--- config.mk ---
export PLATFORM = sky130hd
export DESIGN_NAME = seg_scan_driver_flat
export DESIGN_NICKNAME = d
export VERILOG_FILES = /design/src/rtl/seg_scan_driver_if.sv /design/src/rtl/seg_scan_driver.sv /design/src/flat_wrapper.sv
export SDC_FILE = /design/constraint.sdc
export NUM_CORES = 1
export LEC_CHECK = 0
export CAP_MARGIN = 20
export CORE_ASPECT_RATIO = 1.2
export CORE_MARGIN = 2
export CORE_UTILIZATION = 57
export CTS_CLUSTER_SIZE = 10
export DETAILED_ROUTE_END_ITERATION = 10
export DONT_BUFFER_PORTS = 1
export MAX_ROUTING_LAYER = met4
export PLACE_DENSITY = 0.86
export SLEW_MARGIN = 0
export SYNTH_ARGS = -nofsm -noshare
export SYNTH_HDL_FRONTEND = slang
export SYNTH_SLANG_ARGS = --single-unit
--- constraint.sdc ---
create_clock -name clk -period 2.16 [get_ports clk]
set_input_delay 0.324 -clock clk [delete_from_list [all_inputs] [get_ports clk]]
set_output_delay 0.324 -clock clk [all_outputs]
set_load 0.1 [all_outputs]
--- src/rtl/seg_scan_driver_if.sv ---
// Bundles the display request inputs and the multiplexed segment outputs of seg_scan_driver.
// The master drives value/load/control; the slave (the driver) returns seg/dp/an/frame_tick.
interface seg_scan_driver_if #(
  parameter int unsigned NUM_DIGITS = 4
);
  logic [4*NUM_DIGITS-1:0] value;
  logic                    load;
  logic [NUM_DIGITS-1:0]   dp_mask;
  logic                    lz_blank;
  logic                    blink_en;
  logic                    enable;
  logic [0:6]              seg;
  logic                    dp;
  logic [NUM_DIGITS-1:0]   an;
  logic                    frame_tick;

  modport master (
    output value, load, dp_mask, lz_blank, blink_en, enable,
    input  seg, dp, an, frame_tick
  );

  modport slave (
    input  value, load, dp_mask, lz_blank, blink_en, enable,
    output seg, dp, an, frame_tick
  );
endinterface

--- src/rtl/seg_scan_driver.sv ---
// Time-multiplexed 7-segment scan driver with frame-synchronous value capture,
// leading-zero blanking and frame-counted blinking. Outputs are registered (1-cycle latency).
module seg_scan_driver #(
  parameter int unsigned NUM_DIGITS   = 4,
  parameter int unsigned SCAN_DIV     = 50000,
  parameter int unsigned BLINK_FRAMES = 64,
  parameter bit          ACTIVE_LOW   = 1'b1
) (
  input logic              clk,
  input logic              reset,
  seg_scan_driver_if.slave bus
);
  localparam int unsigned CntW = (SCAN_DIV > 1) ? $clog2(SCAN_DIV) : 1;
  localparam int unsigned IdxW = $clog2(NUM_DIGITS);
  localparam int unsigned FrmW = (BLINK_FRAMES > 1) ? $clog2(BLINK_FRAMES) : 1;

  localparam logic [CntW-1:0]       ScanLast = CntW'(SCAN_DIV - 1);
  localparam logic [IdxW-1:0]       IdxLast  = IdxW'(NUM_DIGITS - 1);
  localparam logic [FrmW-1:0]       FrmLast  = FrmW'(BLINK_FRAMES - 1);
  localparam logic [0:6]            SegOff   = {7{ACTIVE_LOW}};
  localparam logic [NUM_DIGITS-1:0] AnOff    = {NUM_DIGITS{ACTIVE_LOW}};

  logic [CntW-1:0]         scan_q;
  logic [IdxW-1:0]         idx_q;
  logic [FrmW-1:0]         frm_q;
  logic                    phase_q;
  logic                    pending_q;
  logic [4*NUM_DIGITS-1:0] val_q;
  logic [NUM_DIGITS-1:0]   dpm_q;
  logic [0:6]              seg_q;
  logic                    dp_q;
  logic [NUM_DIGITS-1:0]   an_q;
  logic                    tick_q;

  logic step, wrap;
  assign step = (scan_q == ScanLast);
  assign wrap = step && (idx_q == IdxLast);

  // Shadow registers only change on the frame wrap so a frame never mixes old and new digits.
  always_ff @(posedge clk or posedge reset) begin
    if (reset) begin
      scan_q    <= '0;
      idx_q     <= '0;
      frm_q     <= '0;
      phase_q   <= 1'b0;
      pending_q <= 1'b0;
      val_q     <= '0;
      dpm_q     <= '0;
      tick_q    <= 1'b0;
    end else begin
      scan_q <= step ? '0 : scan_q + 1'b1;
      if (step) idx_q <= wrap ? '0 : idx_q + 1'b1;
      tick_q <= wrap;
      if (wrap) begin
        frm_q <= (frm_q == FrmLast) ? '0 : frm_q + 1'b1;
        if (frm_q == FrmLast) phase_q <= ~phase_q;
        if (pending_q || bus.load) begin
          val_q <= bus.value;
          dpm_q <= bus.dp_mask;
        end
        pending_q <= 1'b0;
      end else if (bus.load) begin
        pending_q <= 1'b1;
      end
    end
  end

  function automatic logic [0:6] glyph(input logic [3:0] n);
    case (n)
      4'h0:    glyph = 7'b0000001;
      4'h1:    glyph = 7'b1001111;
      4'h2:    glyph = 7'b0010010;
      4'h3:    glyph = 7'b0000110;
      4'h4:    glyph = 7'b1001100;
      4'h5:    glyph = 7'b0100100;
      4'h6:    glyph = 7'b0100000;
      4'h7:    glyph = 7'b0001111;
      4'h8:    glyph = 7'b0000000;
      4'h9:    glyph = 7'b0000100;
      4'hA:    glyph = 7'b0001000;
      4'hB:    glyph = 7'b1100000;
      4'hC:    glyph = 7'b0110001;
      4'hD:    glyph = 7'b1000010;
      4'hE:    glyph = 7'b0110000;
      default: glyph = 7'b0111000;
    endcase
  endfunction

  // nz_from[i] is set when any shadow nibble at position i or above is non-zero.
  logic [NUM_DIGITS-1:0] nz_from;
  logic                  nz_run;
  always_comb begin
    nz_run  = 1'b0;
    nz_from = '0;
    for (int i = NUM_DIGITS - 1; i >= 0; i--) begin
      nz_run     = nz_run | (|val_q[4*i +: 4]);
      nz_from[i] = nz_run;
    end
  end

  logic [3:0] nib;
  assign nib = val_q[{idx_q, 2'b00} +: 4];

  logic                  show, blank, dp_on;
  logic [0:6]            seg_on;
  logic [NUM_DIGITS-1:0] an_on;
  always_comb begin
    show   = bus.enable && !(bus.blink_en && phase_q);
    blank  = bus.lz_blank && (idx_q != '0) && !nz_from[idx_q];
    an_on  = '0;
    if (show) an_on[idx_q] = 1'b1;
    seg_on = (show && !blank) ? ~glyph(nib) : '0;
    dp_on  = show && !blank && dpm_q[idx_q];
  end

  // Internal levels are active-high; XOR with the off pattern gives the pad polarity.
  always_ff @(posedge clk or posedge reset) begin
    if (reset) begin
      seg_q <= SegOff;
      dp_q  <= ACTIVE_LOW;
      an_q  <= AnOff;
    end else begin
      seg_q <= SegOff ^ seg_on;
      dp_q  <= ACTIVE_LOW ^ dp_on;
      an_q  <= AnOff ^ an_on;
    end
  end

  assign bus.seg        = seg_q;
  assign bus.dp         = dp_q;
  assign bus.an         = an_q;
  assign bus.frame_tick = tick_q;
endmodule

--- src/flat_wrapper.sv ---
// flat-port wrapper written by rule: the top's interface ports become plain ports
module seg_scan_driver_flat 
#(
  parameter int unsigned NUM_DIGITS   = 4,
  parameter int unsigned SCAN_DIV     = 50000,
  parameter int unsigned BLINK_FRAMES = 64,
  parameter bit          ACTIVE_LOW   = 1'b1
)
  (clk, reset, bus_value, bus_load, bus_dp_mask, bus_lz_blank, bus_blink_en, bus_enable, bus_seg, bus_dp, bus_an, bus_frame_tick);
  seg_scan_driver_if #(.NUM_DIGITS(NUM_DIGITS)) bus_i ();
  input logic clk;
  input logic reset;
  input wire logic [$bits(bus_i.value)-1:0] bus_value;
  input wire logic [$bits(bus_i.load)-1:0] bus_load;
  input wire logic [$bits(bus_i.dp_mask)-1:0] bus_dp_mask;
  input wire logic [$bits(bus_i.lz_blank)-1:0] bus_lz_blank;
  input wire logic [$bits(bus_i.blink_en)-1:0] bus_blink_en;
  input wire logic [$bits(bus_i.enable)-1:0] bus_enable;
  output wire logic [$bits(bus_i.seg)-1:0] bus_seg;
  output wire logic [$bits(bus_i.dp)-1:0] bus_dp;
  output wire logic [$bits(bus_i.an)-1:0] bus_an;
  output wire logic [$bits(bus_i.frame_tick)-1:0] bus_frame_tick;
  assign bus_i.value = bus_value;
  assign bus_i.load = bus_load;
  assign bus_i.dp_mask = bus_dp_mask;
  assign bus_i.lz_blank = bus_lz_blank;
  assign bus_i.blink_en = bus_blink_en;
  assign bus_i.enable = bus_enable;
  assign bus_seg = bus_i.seg;
  assign bus_dp = bus_i.dp;
  assign bus_an = bus_i.an;
  assign bus_frame_tick = bus_i.frame_tick;
  seg_scan_driver #(.NUM_DIGITS(NUM_DIGITS), .SCAN_DIV(SCAN_DIV), .BLINK_FRAMES(BLINK_FRAMES), .ACTIVE_LOW(ACTIVE_LOW)) u_core (.clk(clk), .reset(reset), .bus(bus_i));
endmodule
==> impl_results.md, run 1 <==
* Status: completed
* RSZ-0062 raised after global routing: no
* Worst slew pin tran at 0.714 ns
* Reg2Reg Depth at 7
* Die Ht at between 80 and 90 µm
* Pwr/cell area at 718 nW/µm²
* I/O pin count at 39
* Share of layout cells above drive strength 1 at 0.267
* Combinational Power Share at 0.015
* FF-to-FF End: u_core.bus.seg[0]
* Core Area at 5010 µm²
* Initial Utilization at 0.600
* Synth Cell Area at roughly 3000 µm²
* Drt pass-1 iters at 6
* Reg clk slew, reported paths at ~0.070 ns
* Crit path kind: flop to flop
* P&R area growth vs syn at 12.9%
* First-pass GRT wire length at roughly 9700 µm
* Post-route ant nets at 0
* Pre-CTS WS at 0.110 ns
* Clk buf depth at 2
* Switching power at 512 µW
* Syn Nets at 287
* Yosys warnings at 0
* CP endpoint kind: flop
* CTS tree: built
* DRC viols at 0
* Worst Hold Slack at ~0.13 ns
* Final setup vio count at 0
* Cell Int Power at between 1.5 and 2 mW
* Syn Area/Cell at roughly 12 µm²
* DR vias at 1,963
* Hold Violations, Final at 0
* Tcrit/Tclk final at 0.932
* Ant. Diodes at 0
* Setup TNS at 0 ns
* H-tree depth at 3
* Slew headroom at 0.520
* Worst reg2reg setup slack at roughly 0.15 ns
* Minimum clock period at 2.01 ns
* Vias/cell at 5.95
* CP Launch Type: flop
* Placer Congestion at 0.866
* Hold Path Depth at 1
* HPWL after DPL at 4240 µm
* DIE WIDTH at 70.3 µm
* Clock root buffer: clkbuf_8
* DR WL/cell at 18.3 µm
* Leakage at 1.62 nW
* Worst endpoint data arrival time at about 2.3 ns
* Total grt overflow at 0
* GRT Overall Usage at 0.221
* Sw Ratio at 0.210
* CP Data Required Time at 2.43 ns
* Slew Limit Fails at 0
* DIE AREA at 5870 µm²
* Most frequent cells in the layout: 46 x dfrtp_1, 22 x nand2_1, 20 x mux2_4
* Port Buffers at 0
* Clock power share at 0.503
* Max VDD drop at roughly 550 µV
* Dpl cell area at 3120 µm²
* Worst Min Path Start: bus_value[15]
* Mapped Cells at 249
* Post-route worst setup slack at 0.148 ns
* DR iter-0 viols at approximately 120
* Vias in the first global route at ~2,000
* Post-synth cell types at 45
* FF-to-FF Start: u_core.idx_q[1]
* HP Class: primary input to flop
* Synthesis-stage register bit count at 59
* TritonCTS buffer count at 9
* Max_cap viols at 0
* Clock net sink count at 59
* Worst Clk Skew at 0.0108 ns
* Largest net degree at the start of global routing at 23
* Antenna violations before repair at 0
* Worst hold path endpoint: u_core.val_q[15]
* Post-Route WL at 6040 µm
* Peak fanout along the critical path at 6
* Worst skew pair latency at 0.34 ns
* Maximum clock rate at a little under 500 MHz
* Site Rows at 28
* Final #Nets at 303
* Register share of total power at 0.481
* Seq/Total Area, Yosys at 0.496
* Most common cell after layout, fill and taps aside: dfrtp_1
* Final Instance Area at 3390 µm²
Yosys cell counts, drive strengths merged:
master	n	share of area
a21boi	1	0.0025
a21o	2	0.0050
a21oi	1	0.0017
a22o	1	0.0029
a22oi	1	0.0025
a41oi	1	0.0029
and2	1	0.0021
and3	5	0.010
buf	5	0.012
clkbuf	2	0.0025
dfrtp	47	0.39
dfstp	12	0.10
ha	12	0.050
inv	9	0.011
mux2	25	0.12
mux2i	8	0.027
mux4	3	0.022
nand2	22	0.027
nand3	12	0.022
nand3b	1	0.0025
nand4	2	0.0042
nand4bb	1	0.0037
nor2	18	0.023
nor2b	1	0.0021
nor3	7	0.012
nor3b	1	0.0025
nor4	6	0.012
nor4b	6	0.020
o211ai	2	0.0050
o21a	1	0.0025
o21ai	6	0.011
o221ai	4	0.012
o311ai	1	0.0029
o41a	1	0.0037
or4b	1	0.0033
xnor2	14	0.041
xor2	6	0.017
sequential cells by signal, indices dropped and copies added (netlist names):
name / flops
u_core.idx_q: 2
u_core.frm_q: 6
u_core.phase_q: 1
u_core.bus.frame_tick: 1
u_core.pending_q: 1
u_core.bus.an: 4
u_core.val_q: 16
u_core.bus.dp: 1
u_core.scan_q: 16
u_core.bus.seg: 7
u_core.dpm_q: 4
cell type report:
class                      count  area, µm²
fill                         366       1620
sequential                    59       1490
multi-input combinational    174       1440
clock buffer                  11        141
timing repair buffer          12        105
clock inverter                 5        100
tap                           60       75.1
inverter                       9       33.8
power groups by stage:
stage | clock network (mW) | logic, mW | registers [mW]
floorplan | 0 | 0.0238 | 1.19
global placement | 0 | 0.0360 | 1.19
detailed placement | 0 | 0.0373 | 1.19
CTS | 1.25 | 0.0389 | 1.17
global route | 1.29 | 0.0430 | 1.17
finish | 1.23 | 0.0370 | 1.17
metal layers:
layer,wire [µm],vias up,track usage
met2,3240,43,0.360
met1,2430,989,0.262
li1,-,919,-
met5,0,-,-
met3,266,12,0.0700
met4,98,0,0.0682
worst max-delay path by stage:
stage / slack, ns / to / depth (start not counted) / startpoint
after floorplan: 0.12 / u_core.bus.seg[0] / 9 / u_core.idx_q[0]
final: 0.15 / u_core.bus.seg[0] / 7 / u_core.idx_q[1]
after global routing: 0.02 / u_core.val_q[0] / 7 / u_core.scan_q[0]
after detailed placement: 0.11 / u_core.val_q[4] / 7 / u_core.scan_q[0]
after global placement: 0.15 / u_core.val_q[5] / 7 / u_core.scan_q[0]
after CTS: 0.05 / u_core.val_q[4] / 7 / u_core.scan_q[0]
through the flow:
step	instances	power, mW	utilization
after floorplan	249	1.22	-
after global placement	312	1.23	0.623
after detailed placement	312	1.23	0.623
after CTS	329	2.46	0.674
after global routing	330	2.50	0.677
final	330	2.43	0.677
kinds of logic after synthesis:
logic type	share of synthesized area
simple gates	0.147
buf+inv	0.0258
fa+ha+maj	0.0500
compound gates	0.0546
xor+xnor	0.0583
mux	0.168
flops	0.496
critical path, stage by stage, from the launching register on:
cell     delay (ns)
dfrtp_2        0.43
mux4_2         0.59
inv_1          0.14
ha_1           0.26
nor4b_1        0.08
nor3_1         0.17
a22oi_1        0.10
o21ai_0        0.16
repair_timing:
action,4_1_cts,5_1_grt
resized for setup,0,2
endpoints found under the hold margin,19,0
hold buffers,1,0
setup buffers,0,1
endpoints found under the setup margin,0,25
(Power assumes the default switching activity.)
==> run 2, diff against run 1 <==
--- a/config.mk
+++ b/config.mk
@@ -6,7 +6,7 @@
 export NUM_CORES = 1
 export LEC_CHECK = 0
 export CAP_MARGIN = 20
-export CORE_ASPECT_RATIO = 1.2
+export CORE_ASPECT_RATIO = 0.5
 export CORE_MARGIN = 2
 export CORE_UTILIZATION = 57
 export CTS_CLUSTER_SIZE = 10
==> impl_results.md, run 2 (synthesis results as in run 1) <==
* Status: completed (unchanged)
* Pwr/cell area at 655 nW/µm² (was 718 nW/µm²)
* Max_cap viols at 0 (unchanged)
* DIE AREA at 5900 µm² (was 5870 µm²)
* Placer Congestion at 0.873 (was 0.866)
* Die Ht at 55.3 µm (was 83.5 µm)
* FILL cells at 358 (was 366)
* RSZ-0062 raised after global routing: no (unchanged)
* Crit path cell chain: ha_1 > nand3_2 > nor4b_4 > and3_1 > o21ai_2 > buf_12 > mux2_4 (was mux4_2 > inv_1 > ha_1 > nor4b_1 > nor3_1 > a22oi_1 > o21ai_0)
* P&R area growth vs syn at 12.3% (was 12.9%)
* Minimum clock period at 2.05 ns (was 2.01 ns)
* CP max stage cell: dfrtp_1 (was mux4_2)
* Worst endpoint data arrival time at 2.28 ns (about the same)
* Crit path kind: flop to flop (unchanged)
* Worst slew pin tran at 0.662 ns (was 0.714 ns)
* Ant. Diodes at 0 (unchanged)
* First-pass GRT wire length at 10,100 µm (was 9750 µm)
* Worst skew pair latency at 0.34 ns (about the same)
* Final Instance Area at 3370 µm² (was 3390 µm²)
* TritonCTS buffer count at 9 (unchanged)
* Clock root buffer: clkbuf_8 (unchanged)
* Vias in the first global route at 2,067 (was 1,968)
* Share of layout cells above drive strength 1 at 0.265 (was 0.267)
* Maximum clock rate at 487 MHz (was 497 MHz)
* DRC viols at 0 (unchanged)
* Reg clk slew, reported paths at 0.06 ns (was 0.07 ns)
* Largest net degree at the start of global routing at 32 (was 23)
* Worst Clk Skew at 0.00706 ns (was 0.0108 ns)
* Hold Violations, Final at 0 (unchanged)
* Drt pass-1 iters at 4 (was 6)
* Max VDD drop at 492 µV (was 546 µV)
* Vias/cell at 5.93 (was 5.95)
* Final setup vio count at 0 (unchanged)
* CP endpoint kind: flop (unchanged)
* Placed cell count at 320 (was 312)
* Site Rows at 18 (was 28)
* Slew Limit Fails at 0 (unchanged)
* Post-Route WL at 6030 µm (was 6040 µm)
* Most common cell after layout, fill and taps aside: dfrtp_1 (unchanged)
* Post-route ant nets at 0 (unchanged)
* I/O pin count at 39 (unchanged)
* Final #Nets at 302 (was 303)
* GRT Overall Usage at 0.231 (was 0.221)
* CTS tree: built (unchanged)
* CP Launch Type: flop (unchanged)
* Fin cells at 338 (was 330)
* Total grt overflow at 0 (unchanged)
* Port Buffers at 0 (unchanged)
* Dpl cell area at 3130 µm² (was 3120 µm²)
* Clock net sink count at 59 (unchanged)
* DR WL/cell at 17.8 µm (was 18.3 µm)
* Most frequent cells in the layout: 46 x dfrtp_1, 22 x nand2_1, 20 x mux2_4 (unchanged)
* Initial Utilization at 0.601 (was 0.600)
* Clk buf depth at 2 (unchanged)
* Antenna violations before repair at 0 (unchanged)
* Switching power at 491 µW (was 512 µW)
* Peak fanout along the critical path at 20 (was 6)
* DR iter-0 viols at 101 (was 119)
* Leakage at 1.60 nW (was 1.62 nW)
* H-tree depth at 3 (unchanged)
* Worst Hold Slack at 0.129 ns (was 0.127 ns)
* Sw Ratio at 0.222 (was 0.210)
* Worst reg2reg setup slack at 0.11 ns (was 0.15 ns)
* Core Area at 5000 µm² (was 5010 µm²)
* Combinational Power Share at 0.018 (was 0.015)
* Tcrit/Tclk final at 0.950 (was 0.932)
* DIE WIDTH at 107 µm (was 70.3 µm)
* Clock power share at 0.452 (was 0.503)
* Cell Int Power at 1.72 mW (was 1.92 mW)
* Slowest Stage Delay on Critical Path at 0.39 ns (was 0.59 ns)
* Register share of total power at 0.531 (was 0.481)
* Post-layout util at 0.675 (was 0.677)
* HPWL after DPL at 4120 µm (was 4240 µm)
* CP Data Required Time at 2.38 ns (was 2.43 ns)
* HP Class: primary input to flop (unchanged)
* DR vias at 2,005 (was 1,963)
* Slew headroom at 0.558 (was 0.520)
run 2: changes by cell type in the layout (fill, tap and decap cells not counted), sizes merged:
cell | before | now
clkbuf | 11 | 13
buf | 11 | 10
bufinv | 3 | 1
clkinv | 2 | 1
run 2: final timing paths:
| check | start | endpoint | cells past startpoint |
|---|---|---|---|
| setup reg to reg | u_core.scan_q[0] | u_core.val_q[4] | 7 |
| max in group asynchronous | reset | u_core.bus.seg[0] | 3 |
| min in group asynchronous | reset | u_core.frm_q[1] | 2 |
| setup / recovery | u_core.scan_q[0] | u_core.val_q[4] | 7 |
| hold reg to reg | u_core.scan_q[0] | u_core.scan_q[0] | 1 |
| hold / removal | bus_value[13] | u_core.val_q[13] | 1 |
run 2: power groups by stage:
stage | Sequential, mW | Combinational, mW | Clock [mW]
floorplan | 1.19 | 0.0238 | 0
detailed placement | 1.19 | 0.0381 | 0
CTS | 1.17 | 0.0403 | 1.02
global placement | 1.19 | 0.0367 | 0
finish | 1.17 | 0.0388 | 0.998
global route | 1.17 | 0.0455 | 1.06
run 2: worst max-delay path, delay by kind of cell, from the launching register on:
kind,cells,cell delay (ns)
flip-flops,1,0.39
AO/OA/AOI/OAI,1,0.08
multiplexers,1,0.32
buffers and inverters,1,0.17
adder cells (fa/ha/maj),1,0.24
AND/OR/NAND/NOR,3,0.73
run 2: repair_timing:
item	4_1_cts	5_1_grt
resized for setup	2	3
setup endpoints to repair	1	19
pin swaps	0	0
hold buffers	1	0
endpoints found under the hold margin	22	0
buffers inserted	0	2
run 2: through the flow:
step | total power, mW | setup slack [ns] | setup TNS (ns)
6_report | 2.21 | 0.108 | 0
5_1_grt | 2.28 | 0.0194 | 0
4_1_cts | 2.23 | 0.0442 | 0
3_5_place_dp | 1.23 | -0.00528 | -0.00528
3_3_place_gp | 1.23 | 0.103 | 0
2_1_floorplan | 1.22 | 0.117 | 0
run 2: layer usage:
layer / global-route usage / up-vias / routed length, µm
met5: - / - / 0
met4: 0.0909 / 0 / 114
met3: 0.0720 / 14 / 264
met2: 0.377 / 60 / 3110
met1: 0.269 / 1016 / 2540
li1: - / 915 / -
run 2: cell type report:
class / instances / area, µm² / area share
inverter: 9 / 33.8 / 0.0100
timing repair buffer: 11 / 110 / 0.0326
clock inverter: 2 / 35.0 / 0.0104
tap: 70 / 87.6 / 0.0260
multi-input combinational: 174 / 1460 / 0.432
clock buffer: 13 / 159 / 0.0471
sequential: 59 / 1490 / 0.442
